$ cat src/rtl/pc_fetch.sv
// -----------------------------------------------------------------------------
// pc_fetch
//
// Program counter and return-address stack for the single-cycle CPU.  The
// registered PC drives the program-memory word address directly.  The decoder
// returns redirect requests in the same cycle, and they select the next PC.
//
// Next-PC priority when not stalled: ret > call > jump > increment.  A
// lower-priority request asserted alongside a higher one is ignored
// completely, including any stack effect it would have had.
//
// Ports
//   clk         in   system clock; all state updates on the rising edge
//   reset       in   synchronous, active-low; reinitialises pc/sp/stack_err
//   stall       in   1 = hold all state; redirect inputs are ignored
//   jump        in   absolute jump to target
//   call        in   push pc+1, then jump to target
//   ret         in   pop the return address into pc
//   target      in   jump/call destination (AW bits)
//   pc          out  current PC (registered)
//   sp          out  number of valid stack entries, 0..DEPTH
//   stack_full  out  sp == DEPTH
//   stack_empty out  sp == 0
//   stack_err   out  sticky overflow/underflow flag, cleared only by reset
// -----------------------------------------------------------------------------
module pc_fetch #(
  parameter int AW       = 10,
  parameter int DEPTH    = 8,
  parameter int RESET_PC = 0
) (
  input  logic                     clk,
  input  logic                     reset,
  input  logic                     stall,
  input  logic                     jump,
  input  logic                     call,
  input  logic                     ret,
  input  logic [AW-1:0]            target,
  output logic [AW-1:0]            pc,
  output logic [$clog2(DEPTH):0]   sp,
  output logic                     stack_full,
  output logic                     stack_empty,
  output logic                     stack_err
);

  localparam int IW  = $clog2(DEPTH);  // stack index width
  localparam int SPW = IW + 1;         // sp must be able to hold DEPTH itself

  // Resolved action for this cycle, after priority and stack-bound checks.
  typedef enum logic [2:0] {
    OP_HOLD     = 3'd0,
    OP_INC      = 3'd1,
    OP_JUMP     = 3'd2,
    OP_PUSH     = 3'd3,
    OP_CALL_OVF = 3'd4,
    OP_POP      = 3'd5,
    OP_RET_UNF  = 3'd6
  } op_e;

  logic [AW-1:0]  pc_q, pc_d;
  logic [SPW-1:0] sp_q, sp_d;
  logic           err_q, err_d;
  logic [AW-1:0]  stack_q [DEPTH];

  op_e            op;
  logic [AW-1:0]  pc_inc;
  logic           full_w;
  logic           empty_w;
  logic [IW-1:0]  push_idx;
  logic [IW-1:0]  pop_idx;
  logic           push_en;

  assign full_w   = (sp_q == SPW'(DEPTH));
  assign empty_w  = (sp_q == {SPW{1'b0}});
  assign pc_inc   = pc_q + AW'(1);            // wraps modulo 2^AW
  // Truncation is safe: push_idx is only used when not full and pop_idx only
  // when not empty, so both are then within 0..DEPTH-1.
  assign push_idx = IW'(sp_q);
  assign pop_idx  = IW'(sp_q - SPW'(1));

  // Resolve redirect requests into a single action.
  always_comb begin
    op = OP_HOLD;
    if (stall) begin
      op = OP_HOLD;
    end else if (ret) begin
      if (empty_w) begin
        op = OP_RET_UNF;
      end else begin
        op = OP_POP;
      end
    end else if (call) begin
      if (full_w) begin
        op = OP_CALL_OVF;
      end else begin
        op = OP_PUSH;
      end
    end else if (jump) begin
      op = OP_JUMP;
    end else begin
      op = OP_INC;
    end
  end

  // Next-state values for pc, sp and the sticky error flag.
  always_comb begin
    pc_d    = pc_q;
    sp_d    = sp_q;
    err_d   = err_q;
    push_en = 1'b0;
    case (op)
      OP_HOLD: begin
        pc_d = pc_q;
      end
      OP_INC: begin
        pc_d = pc_inc;
      end
      OP_JUMP: begin
        pc_d = target;
      end
      OP_PUSH: begin
        pc_d    = target;
        sp_d    = sp_q + SPW'(1);
        push_en = 1'b1;
      end
      OP_CALL_OVF: begin
        // The redirect still happens; only the return address is lost.
        pc_d  = target;
        err_d = 1'b1;
      end
      OP_POP: begin
        pc_d = stack_q[pop_idx];
        sp_d = sp_q - SPW'(1);
      end
      OP_RET_UNF: begin
        // Nothing to return to: fall through to the next instruction.
        pc_d  = pc_inc;
        err_d = 1'b1;
      end
      default: begin
        pc_d = pc_q;
      end
    endcase
  end

  // PC, stack pointer and error flag registers with synchronous reset.
  always_ff @(posedge clk) begin
    if (!reset) begin
      pc_q  <= AW'(RESET_PC);
      sp_q  <= {SPW{1'b0}};
      err_q <= 1'b0;
    end else begin
      pc_q  <= pc_d;
      sp_q  <= sp_d;
      err_q <= err_d;
    end
  end

  // Return-address storage.  It is not reset, because entries above sp are
  // never read.  A push during a reset edge is suppressed so that reset always
  // leaves the stack logically empty.
  always_ff @(posedge clk) begin
    if (reset && push_en) begin
      stack_q[push_idx] <= pc_inc;
    end
  end

  assign pc          = pc_q;
  assign sp          = sp_q;
  assign stack_full  = full_w;
  assign stack_empty = empty_w;
  assign stack_err   = err_q;

endmodule

$ cat config.mk
export PLATFORM = sky130hd
export DESIGN_NAME = pc_fetch
export DESIGN_NICKNAME = d
export VERILOG_FILES = /design/src/rtl/pc_fetch.sv
export SDC_FILE = /design/constraint.sdc
export NUM_CORES = 1
export LEC_CHECK = 0
export ABC_AREA = 1
export BUFFER_PORTS_ARGS = -buffer_cell sky130_fd_sc_hd__buf_4
export CORE_MARGIN = 1.5
export CORE_UTILIZATION = 60
export DETAILED_ROUTE_END_ITERATION = 6
export PLACE_DENSITY_LB_ADDON = 0.3
export SLEW_MARGIN = 20
export SYNTH_ARGS = -nofsm -noshare
export SYNTH_HDL_FRONTEND = slang
export SYNTH_SLANG_ARGS = --single-unit
export TNS_END_PERCENT = 1
$ cat constraint.sdc
create_clock -name clk -period 8.34 [get_ports clk]
set_input_delay 0.834 -clock clk [delete_from_list [all_inputs] [get_ports clk]]
set_output_delay 0.834 -clock clk [all_outputs]
set_load 0.01 [all_outputs]
==> results.sh, run 1 <==
export IMPL_route_met2_wl_um=4810
export IMPL_area_delta_synth_final_pct=11.7
export IMPL_grt_overflow_total=0
export IMPL_ctsResizeCount=0
export IMPL_io_pins=33
export IMPL_clockBufferDepth=2
export IMPL_syn_inst=450
export IMPL_synth_edf_count=80
export IMPL_syn_cell_area_mm2=0.00444
export IMPL_cts_htree_levels=3
export IMPL_die_area_mm2=0.00793
export IMPL_rsz0062_at_grt="false"
export IMPL_antenna_cells=0
export IMPL_initial_core_util=0.616
export IMPL_hpwl_um=6650
export IMPL_rrSetupSlack_ns=4.69
export IMPL_path_class="reg2reg"
export IMPL_status="finished, final reports clean"
export IMPL_clock_latency_ns=0.37
export IMPL_fin_crit_ns=3.65
export IMPL_r2r_end="stack_q[7][6]"
export IMPL_wl_met3_um=771
export IMPL_wire_per_inst_um=17.5
export IMPL_syn_nets=469
export IMPL_ir_drop_mv=0.127
export IMPL_clock_skew_ns=0.0166
export IMPL_cts_made_buffers=9
export IMPL_cap_violations=0
export IMPL_grt_pass1_vias=3028
export IMPL_ys_warn_count=0
export IMPL_port_buffers=32
export IMPL_tightest_slew_ns=0.941
export IMPL_vias=3363
export IMPL_leakage_nw=1.99
export IMPL_timing_fmax_ghz=0.274
export IMPL_track_usage=0.269
export IMPL_power_density_mw_per_mm2=219
export IMPL_hold_viol=0
export IMPL_first_pass_iters=6
export IMPL_cp_max_fo=47
export IMPL_die_x_um=89.0
export IMPL_ant_nets=0
export IMPL_tritoncts="built"
export IMPL_synth_area_per_cell_um2=9.87
export IMPL_crit_arrival_ns=3.63
export IMPL_hold_buffers=0
export IMPL_cts_setup_buffers=0
export IMPL_top_layer_used="met4"
export IMPL_m1WireLength_um=4200
export IMPL_drc=0
export IMPL_hp_start="stack_err"
export IMPL_holdPathEnd="stack_err"
export IMPL_ys_dominant_reg_cell="edfxtp_1"
export IMPL_drt_iter0_drc=295
export IMPL_place_congestion=0.881
export IMPL_cts_root_buf="clkbuf_8"
export IMPL_async_flop_share=0
export IMPL_worstSetupEndpointType="flop"
export IMPL_viasPerCell=5.81
export IMPL_drv_slew=0
export IMPL_clkTransAtPathRegs_ns=0.11
export IMPL_final_util=0.687
export IMPL_min_delay_path_class="reg2reg"
export IMPL_drive_gt1_frac=0.171
export IMPL_ys_types=30
export IMPL_num_rows=31
export IMPL_holdPathStages=1
export IMPL_grt_pass1_wl_um=15400
export IMPL_ys_seq_area_frac=0.609
export IMPL_antenna_found_initial=0
export IMPL_grt_start_max_net_pins=48
export IMPL_clock_sinks=95
export IMPL_rr_worst_depth=11
export IMPL_min_period_over_period=0.437
export IMPL_r2r_start="sp[0]"
export IMPL_final_setup_tns_ns=0
export IMPL_worst_setup_path_start_kind="flop"
export IMPL_synth_seq_cells=95
export IMPL_die_y_um=89.0
export IMPL_relSlewSlack=0.370
export IMPL_core_area_mm2=0.00721
export IMPL_wirelength_um=10100
export IMPL_setup_viol=0
export IMPL_nNetsFinal=494
export IMPL_required_ns=8.32
## critical path, cell delays in order (launching register included)
cell and delay (ns):
dfxtp_1 0.31, buf_4 0.26, inv_2 0.57, ha_1 0.40, nand3_2 0.12, nand2_2 0.10
nand3_2 0.24, nor2_2 0.20, inv_2 0.08, nor2_2 0.10, nand2_1 0.11, nor2_1 0.75
## sequential cells by signal, summed over array words and instances, names as in the netlist
signal and flops:
sp 4, stack_q 80, pc 10, stack_err 1
## synthesized netlist by cell type, types with 2 or more instances
cell      number  area (µm²)
dfxtp_1       15         300
o211ai_1       9        67.6
buf_6          2        22.5
nand3_2        4        40.0
nand2_2        5        31.3
a22o_1         2        17.5
nor2_1        18        67.6
xor2_1         5        43.8
a21oi_2        8        70.1
buf_2         12        60.1
nor3_1         7        35.0
nand3_1       82         410
nand4_1        3        18.8
o21ai_0        5        25.0
clkbuf_1       7        26.3
xnor2_1        2        17.5
nand2_1      120         450
inv_1         29         109
a21oi_1       17        85.1
edfxtp_1      80        2400
inv_2          5        18.8
buf_4          2        15.0
ha_1           3        37.5
nor2_2         2        12.5
## layout make-up
cell class | instances | area (µm²)
sequential | 95 | 2700
fill | 560 | 2250
multi-input combinational | 296 | 1470
timing repair buffer | 38 | 285
inverter | 35 | 136
clock buffer | 9 | 124
tap | 99 | 124
clock inverter | 7 | 114
## cell usage in the layout (no fill, tap or decap), types with 3 or more instances in the layout
| cell type | synthesis | final |
|---|---|---|
| a21oi_1 | 17 | 17 |
| nand2_1 | 120 | 120 |
| edfxtp_1 | 80 | 80 |
| clkbuf_8 | 0 | 9 |
| o21ai_0 | 5 | 5 |
| inv_2 | 5 | 5 |
| nor3_1 | 7 | 7 |
| nand2_2 | 5 | 5 |
| nor2_1 | 18 | 18 |
| nand3_1 | 82 | 82 |
| buf_4 | 2 | 38 |
| inv_1 | 29 | 29 |
| ha_1 | 3 | 3 |
| a21oi_2 | 8 | 8 |
| inv_6 | 1 | 3 |
| o211ai_1 | 9 | 9 |
| xor2_1 | 5 | 5 |
| dfxtp_1 | 15 | 15 |
| nand4_1 | 3 | 3 |
| nand3_2 | 4 | 4 |
## layer usage
layer / global-route usage / up-vias
met5: 0 / -
met4: 0.130 / 0
met3: 0.0425 / 28
met2: 0.428 / 165
met1: 0.367 / 1579
li1: - / 1591
## how the worst max path moves through the flow
stage	start	endpoint	slack, ns	cells past startpoint
6_report	sp[0]	stack_q[7][6]	4.69	11
4_1_cts	sp[0]	stack_q[7][0]	4.68	11
2_1_floorplan	sp[0]	stack_q[5][0]	5.47	13
3_3_place_gp	sp[0]	stack_q[7][3]	4.83	12
5_1_grt	sp[0]	stack_q[7][2]	4.38	11
3_5_place_dp	sp[0]	stack_q[7][3]	4.70	12
## cells by family (layout without fill, tap and decap cells)
group	count (synthesis)	count (layout)	share of synthesized area
buffers and inverters	59	89	0.0595
AOI/OAI and AO/OA	43	43	0.0642
adders and majority gates	3	3	0.00845
xor gates and xnor gates	7	7	0.0138
and+or+nand+nor	243	243	0.245
DFF	95	95	0.609
## metrics by stage
step / power, W / instance area, µm² / setup slack, ns / cells / hold slack (ns)
2_1_floorplan: 0.000687 / 4440 / 5.47 / 450 / 0.509
3_3_place_gp: 0.000739 / 4720 / 4.83 / 563 / 0.451
3_5_place_dp: 0.000743 / 4720 / 4.70 / 563 / 0.465
4_1_cts: 0.00108 / 4960 / 4.68 / 579 / 0.498
5_1_grt: 0.00113 / 4960 / 4.38 / 579 / 0.514
6_report: 0.00109 / 4960 / 4.69 / 579 / 0.497
## power breakdown
part,internal (W),switching (W)
Sequential,0.000530,0.0000107
Clock,0.000176,0.000174
Combinational,0.0000623,0.000135
Total,0.000768,0.000320
Power figures use the tool's default switching activity.
==> inputs of run 2 (changes only) <==
CORE_UTILIZATION = 54   (was 60)
clock period = 3 ns   (was 8.34 ns; I/O delays follow)
==> run 2 against run 1 <==
  * Setup slack worse by 4.4 ns
  * Clock power grew to 2.6 times the previous value
  * Total power grew to 2.7 times the previous value
  * Cell area is 0.73% higher
  * Non-clock buffer count is 7 higher
  * Register-to-register slack worse by 4.4 ns
  * First-iteration DRC count is 19% higher
  * Die area is 11% higher
  * Utilization is 5.1 points lower
  * Final cell count is 1.7% higher
  * Maximum frequency is 37% higher
  * Global-route usage is 1.9 points lower
==> results.sh, run 2 (same netlist as run 1, synthesis figures left out) <==
export IMPL_status="finished, final reports clean"
export IMPL_holdPathStages=2
export IMPL_cp_max_fo=12
export IMPL_final_util=0.637
export IMPL_grt_util_met2=0.386
export IMPL_rsz0062_at_grt="false"
export IMPL_worstPathBufferInverterCount=3
export IMPL_cap_violations=0
export IMPL_timing_fmax_ghz=0.376
export IMPL_grt_pass1_wl_um=16200
export IMPL_fin_total_pwr_w=0.00298
export IMPL_track_usage=0.250
export IMPL_p_comb_frac=0.187
export IMPL_grt_overflow_total=0
export IMPL_crit_chain="inv_1 > ha_1 > nand3_2 > nand2_1 > nand2_1 > nand3_2 > nor2_2 > inv_2 > nor2_2 > nand2_1 > nor3_1 > buf_4"
export IMPL_path_class="reg2reg"
export IMPL_final_setup_tns_ns=0
export IMPL_first_pass_iters=5
export IMPL_critical_path_top_delay_family="simple AND/OR/NAND/NOR gates"
export IMPL_cp_depth=12
export IMPL_hold_buffers=0
export IMPL_clkTransAtPathRegs_ns=0.10
export IMPL_clockBufferDepth=2
export IMPL_tritoncts="built"
export IMPL_globalRouteMet3Util=0.0542
export IMPL_final_cell_mix="nand2_1 (120), nand3_1 (82), edfxtp_1 (80)"
export IMPL_die_x_um=93.7
export IMPL_drv_slew=0
export IMPL_crit_slowest_cell="dfxtp_1"
export IMPL_hold_viol=0
export IMPL_rr_worst_depth=12
export IMPL_leakage_nw=2.02
export IMPL_area_delta_synth_final_pct=12.5
export IMPL_cts_made_buffers=9
export IMPL_clock_sinks=95
export IMPL_final_common_cell="nand2_1"
export IMPL_internal_power_w=0.00213
export IMPL_wirelength_um=10000
export IMPL_num_rows=32
export IMPL_max_stage_delay_ns=0.51
export IMPL_io_pins=33
export IMPL_switching_share=0.286
export IMPL_drc=0
export IMPL_initial_core_util=0.566
export IMPL_clock_skew_ns=0.0211
export IMPL_antenna_cells=0
export IMPL_tightest_slew_ns=0.799
export IMPL_required_ns=3.06
export IMPL_fin_crit_ns=2.66
export IMPL_grtUsageMet1=0.352
export IMPL_grt_pass1_vias=3118
export IMPL_n_fill_cell=656
export IMPL_die_area_mm2=0.00878
export IMPL_cts_root_buf="clkbuf_8"
export IMPL_ir_drop_mv=0.461
export IMPL_clkPwrFrac=0.309
export IMPL_worstSetupEndpointType="flop"
export IMPL_hpwl_um=6720
export IMPL_min_delay_path_class="in2reg"
export IMPL_place_congestion=0.868
export IMPL_nNetsFinal=501
export IMPL_relSlewSlack=0.465
export IMPL_largest_reg_flops=80
export IMPL_core_area_mm2=0.00785
export IMPL_antenna_found_initial=0
export IMPL_p_switching_w=0.000853
export IMPL_setup_viol=0
export IMPL_cts_htree_levels=3
export IMPL_die_y_um=93.7
export IMPL_port_buffers=32
export IMPL_p_seq_frac=0.504
export IMPL_vias=3350
export IMPL_drt_iter0_drc=352
export IMPL_min_period_over_period=0.886
export IMPL_wire_per_inst_um=17.0
export IMPL_worst_setup_path_start_kind="flop"
export IMPL_clock_latency_ns=0.36
export IMPL_top_register="stack_q"
export IMPL_power_density_mw_per_mm2=596
export IMPL_drive_gt1_frac=0.181
export IMPL_viasPerCell=5.69
export IMPL_ant_nets=0
export IMPL_cts_setup_buffers=0
export IMPL_grt_start_max_net_pins=47
export IMPL_ctsResizeCount=0
export IMPL_grt_busiest_layer="met2"
export IMPL_cp_common_cell="nand2_1"
export IMPL_crit_arrival_ns=2.72
## run 2: cell types whose count changed in the layout (fill, tap and decap cells not counted)
cell,change
buf_4,+7
clkbuf_1,+1
clkinv_2,+1
clkinv_4,-1
clkinv_8,-1
clkinvlp_4,+1
inv_8,-1
## run 2: per-layer routing
metal  vias up  wire length (µm)
met5         -                 0
met4         0               283
met3        24               674
met2       136              4700
met1      1584              4350
li1       1606                 -
## run 2: worst reg2reg max path: stages (launching register included)
cell and delay (ns):
dfxtp_1 0.51, inv_1 0.14, ha_1 0.28, nand3_2 0.11, nand2_1 0.06, nand2_1 0.09
nand3_2 0.25, nor2_2 0.23, inv_2 0.08, nor2_2 0.10, nand2_1 0.12, nor3_1 0.16
buf_4 0.23
## run 2: worst paths after layout
kind,to,from,slack (ns)
hold reg to reg,stack_err,stack_err,0.48
setup reg to reg,stack_q[4][9],sp[1],0.34
setup / recovery,stack_q[4][9],sp[1],0.34
hold / removal,stack_err,reset,0.19
## run 2: power groups by stage
stage	combinational, W	sequential [W]	clock [W]
4_1_cts	0.000558	0.00150	0.000933
6_report	0.000557	0.00150	0.000920
3_3_place_gp	0.000545	0.00153	0
2_1_floorplan	0.000379	0.00153	0
5_1_grt	0.000620	0.00150	0.000987
3_5_place_dp	0.000555	0.00153	0
## run 2: area by class of cell
type / instances / area (µm²) / share of cell area
clock inverters: 6 / 90.1 / 0.0180
clock buffers: 10 / 128 / 0.0255
flip-flops and latches: 95 / 2700 / 0.541
repair buffers: 45 / 338 / 0.0676
well taps: 102 / 128 / 0.0255
inverters: 35 / 136 / 0.0273
multi-input cells: 296 / 1470 / 0.295
## run 2: through the flow
| stage | worst slack [ns] | instance area (µm²) | hold slack, ns | std cells |
|---|---|---|---|---|
| 6_report | 0.341 | 5000 | 0.190 | 589 |
| 2_1_floorplan | 0.134 | 4440 | 0.418 | 450 |
| 3_5_place_dp | 0.395 | 4780 | 0.460 | 573 |
| 3_3_place_gp | 0.465 | 4780 | 0.455 | 573 |
| 5_1_grt | 0.0900 | 5000 | 0.182 | 589 |
| 4_1_cts | 0.373 | 5000 | 0.182 | 589 |
==> inputs of run 3 (changes only) <==
CORE_UTILIZATION = 64   (was 54)
PLACE_DENSITY = 0.87   (was default)
PLACE_DENSITY_LB_ADDON = default   (was 0.3)
clock period = 3.45 ns   (was 3 ns; I/O delays follow)
==> run 3 against run 2 <==
  * Clock-buffer cell count down 1
  * Critical path depth down 1
  * Maximum frequency down 11%
  * Register-to-register slack better by 0.13 ns
  * First-iteration DRC count up 6.0%
  * Largest power group unchanged
==> results.sh, run 3 (same netlist as run 1, synthesis figures left out) <==
export IMPL_status="finished, final reports clean"
export IMPL_largest_reg_flops=80
export IMPL_core_area_mm2=0.00676
export IMPL_timing_fmax_ghz=0.335
export IMPL_vias=3368
export IMPL_crit_slowest_cell="nor2_1"
export IMPL_p_seq_frac=0.501
export IMPL_rsz0062_at_grt="false"
export IMPL_p_switching_w=0.000756
export IMPL_relSlewSlack=0.421
export IMPL_area_delta_synth_final_pct=11.6
export IMPL_ctsResizeCount=0
export IMPL_die_y_um=86.3
export IMPL_num_rows=30
export IMPL_stdcell_area_mm2=0.00495
export IMPL_drc=0
export IMPL_rrSetupSlack_ns=0.47
export IMPL_holdPathStages=2
export IMPL_initial_core_util=0.657
export IMPL_first_pass_iters=5
export IMPL_worstSetupEndpointType="flop"
export IMPL_nNetsFinal=498
export IMPL_worst_setup_path_start_kind="flop"
export IMPL_final_common_cell="nand2_1"
export IMPL_setup_viol=0
export IMPL_n_fill_cell=486
export IMPL_min_period_over_period=0.864
export IMPL_post_dp_cell_area_mm2=0.00473
export IMPL_track_usage=0.282
export IMPL_final_setup_tns_ns=0
export IMPL_tightest_slew_ns=0.865
export IMPL_cts_made_buffers=9
export IMPL_cap_violations=0
export IMPL_tritoncts="built"
export IMPL_cp_max_fo=12
export IMPL_cp_common_cell="nand2_1"
export IMPL_internal_power_w=0.00185
export IMPL_ff_latch_area_mm2=0.00270
export IMPL_hp_start="reset"
export IMPL_leakage_nw=2.01
export IMPL_hpwl_um=6540
export IMPL_crit_chain="inv_1 > ha_1 > nand3_2 > nand2_1 > nand2_1 > nand3_2 > nor2_2 > inv_2 > nor2_2 > nand2_1 > nor2_1"
export IMPL_place_congestion=0.860
export IMPL_min_delay_path_class="in2reg"
export IMPL_hold_buffers=0
export IMPL_grt_start_max_net_pins=47
export IMPL_power_density_mw_per_mm2=526
export IMPL_path_class="reg2reg"
export IMPL_drv_slew=0
export IMPL_p_comb_frac=0.185
export IMPL_die_area_mm2=0.00745
export IMPL_clkPwrFrac=0.314
export IMPL_max_stage_delay_ns=0.69
export IMPL_final_util=0.733
export IMPL_clock_latency_ns=0.36
export IMPL_ant_nets=0
export IMPL_r2r_start="sp[1]"
export IMPL_grt_overflow_total=0
export IMPL_clockBufferDepth=2
export IMPL_grt_pass1_wl_um=15700
export IMPL_hold_viol=0
export IMPL_viasPerCell=5.97
export IMPL_cts_htree_levels=3
export IMPL_fin_ws_ns=0.469
export IMPL_cts_root_buf="clkbuf_8"
export IMPL_clock_skew_ns=0.0110
export IMPL_ir_drop_mv=0.447
export IMPL_fin_crit_ns=2.98
export IMPL_antenna_cells=0
export IMPL_startpoint="sp[1]"
export IMPL_final_cell_mix="nand2_1 (120), nand3_1 (82), edfxtp_1 (80)"
export IMPL_top_register="stack_q"
export IMPL_wire_per_inst_um=17.6
export IMPL_switching_share=0.290
export IMPL_pre_cts_ws_ns=0.507
export IMPL_rr_worst_depth=11
export IMPL_crit_arrival_ns=2.97
export IMPL_drt_iter0_drc=373
export IMPL_grt_pass1_vias=3228
export IMPL_clkTransAtPathRegs_ns=0.10
export IMPL_clock_sinks=95
export IMPL_cts_setup_buffers=0
export IMPL_port_buffers=32
export IMPL_multiInputGateArea_mm2=0.00147
export IMPL_wirelength_um=9920
export IMPL_antenna_found_initial=0
export IMPL_required_ns=3.44
export IMPL_io_pins=33
export IMPL_die_x_um=86.3
export IMPL_drive_gt1_frac=0.176
run 3: cell count changes in the layout (fill, tap and decap cells not counted):
| cell | delta |
|---|---|
| clkinv_4 | +1 |
| inv_8 | +1 |
| clkbuf_1 | -1 |
| clkinv_1 | +1 |
| clkinv_2 | -1 |
| buf_4 | -3 |
| clkinvlp_4 | -1 |
run 3: metal layers:
metal,GRT usage,vias up,part of all wire
met4,0.106,0,0.022
met2,0.470,160,0.49
met1,0.367,1586,0.40
li1,-,1599,-
met3,0.0610,23,0.083
met5,0,-,0
run 3: final cells by class:
cell class / instances / area share
flip-flops and latches: 95 / 0.546
multi-input cells: 296 / 0.298
repair buffers: 42 / 0.0637
inverters: 35 / 0.0275
clock buffers: 9 / 0.0250
clock inverters: 7 / 0.0205
well taps: 80 / 0.0202
run 3: final timing paths:
| path | end |
|---|---|
| setup / recovery | stack_q[6][9] |
| hold / removal | stack_err |
| setup reg to reg | stack_q[6][9] |
| hold reg to reg | stack_err |
run 3: stage by stage:
step,hold slack [ns],total power (W),std cells
finish,0.235,0.00261,564
global route,0.222,0.00271,564
CTS,0.224,0.00261,564
detailed placement,0.462,0.00180,548
global placement,0.453,0.00179,548
floorplan,0.463,0.00166,450
run 3: power groups by stage:
stage | registers (W) | logic (W) | clock network, W
after floorplan | 0.00133 | 0.000329 | 0
after global placement | 0.00133 | 0.000461 | 0
after detailed placement | 0.00133 | 0.000473 | 0
after CTS | 0.00130 | 0.000477 | 0.000826
after global routing | 0.00131 | 0.000530 | 0.000872
final | 0.00131 | 0.000484 | 0.000818
run 3: worst max-delay path, delay by kind of cell, from the launching register on:
| family | cells | cell delay [ns] |
|---|---|---|
| and+or+nand+nor | 8 | 1.62 |
| adders and majority gates | 1 | 0.28 |
| DFF | 1 | 0.50 |
| buffers and inverters | 2 | 0.21 |
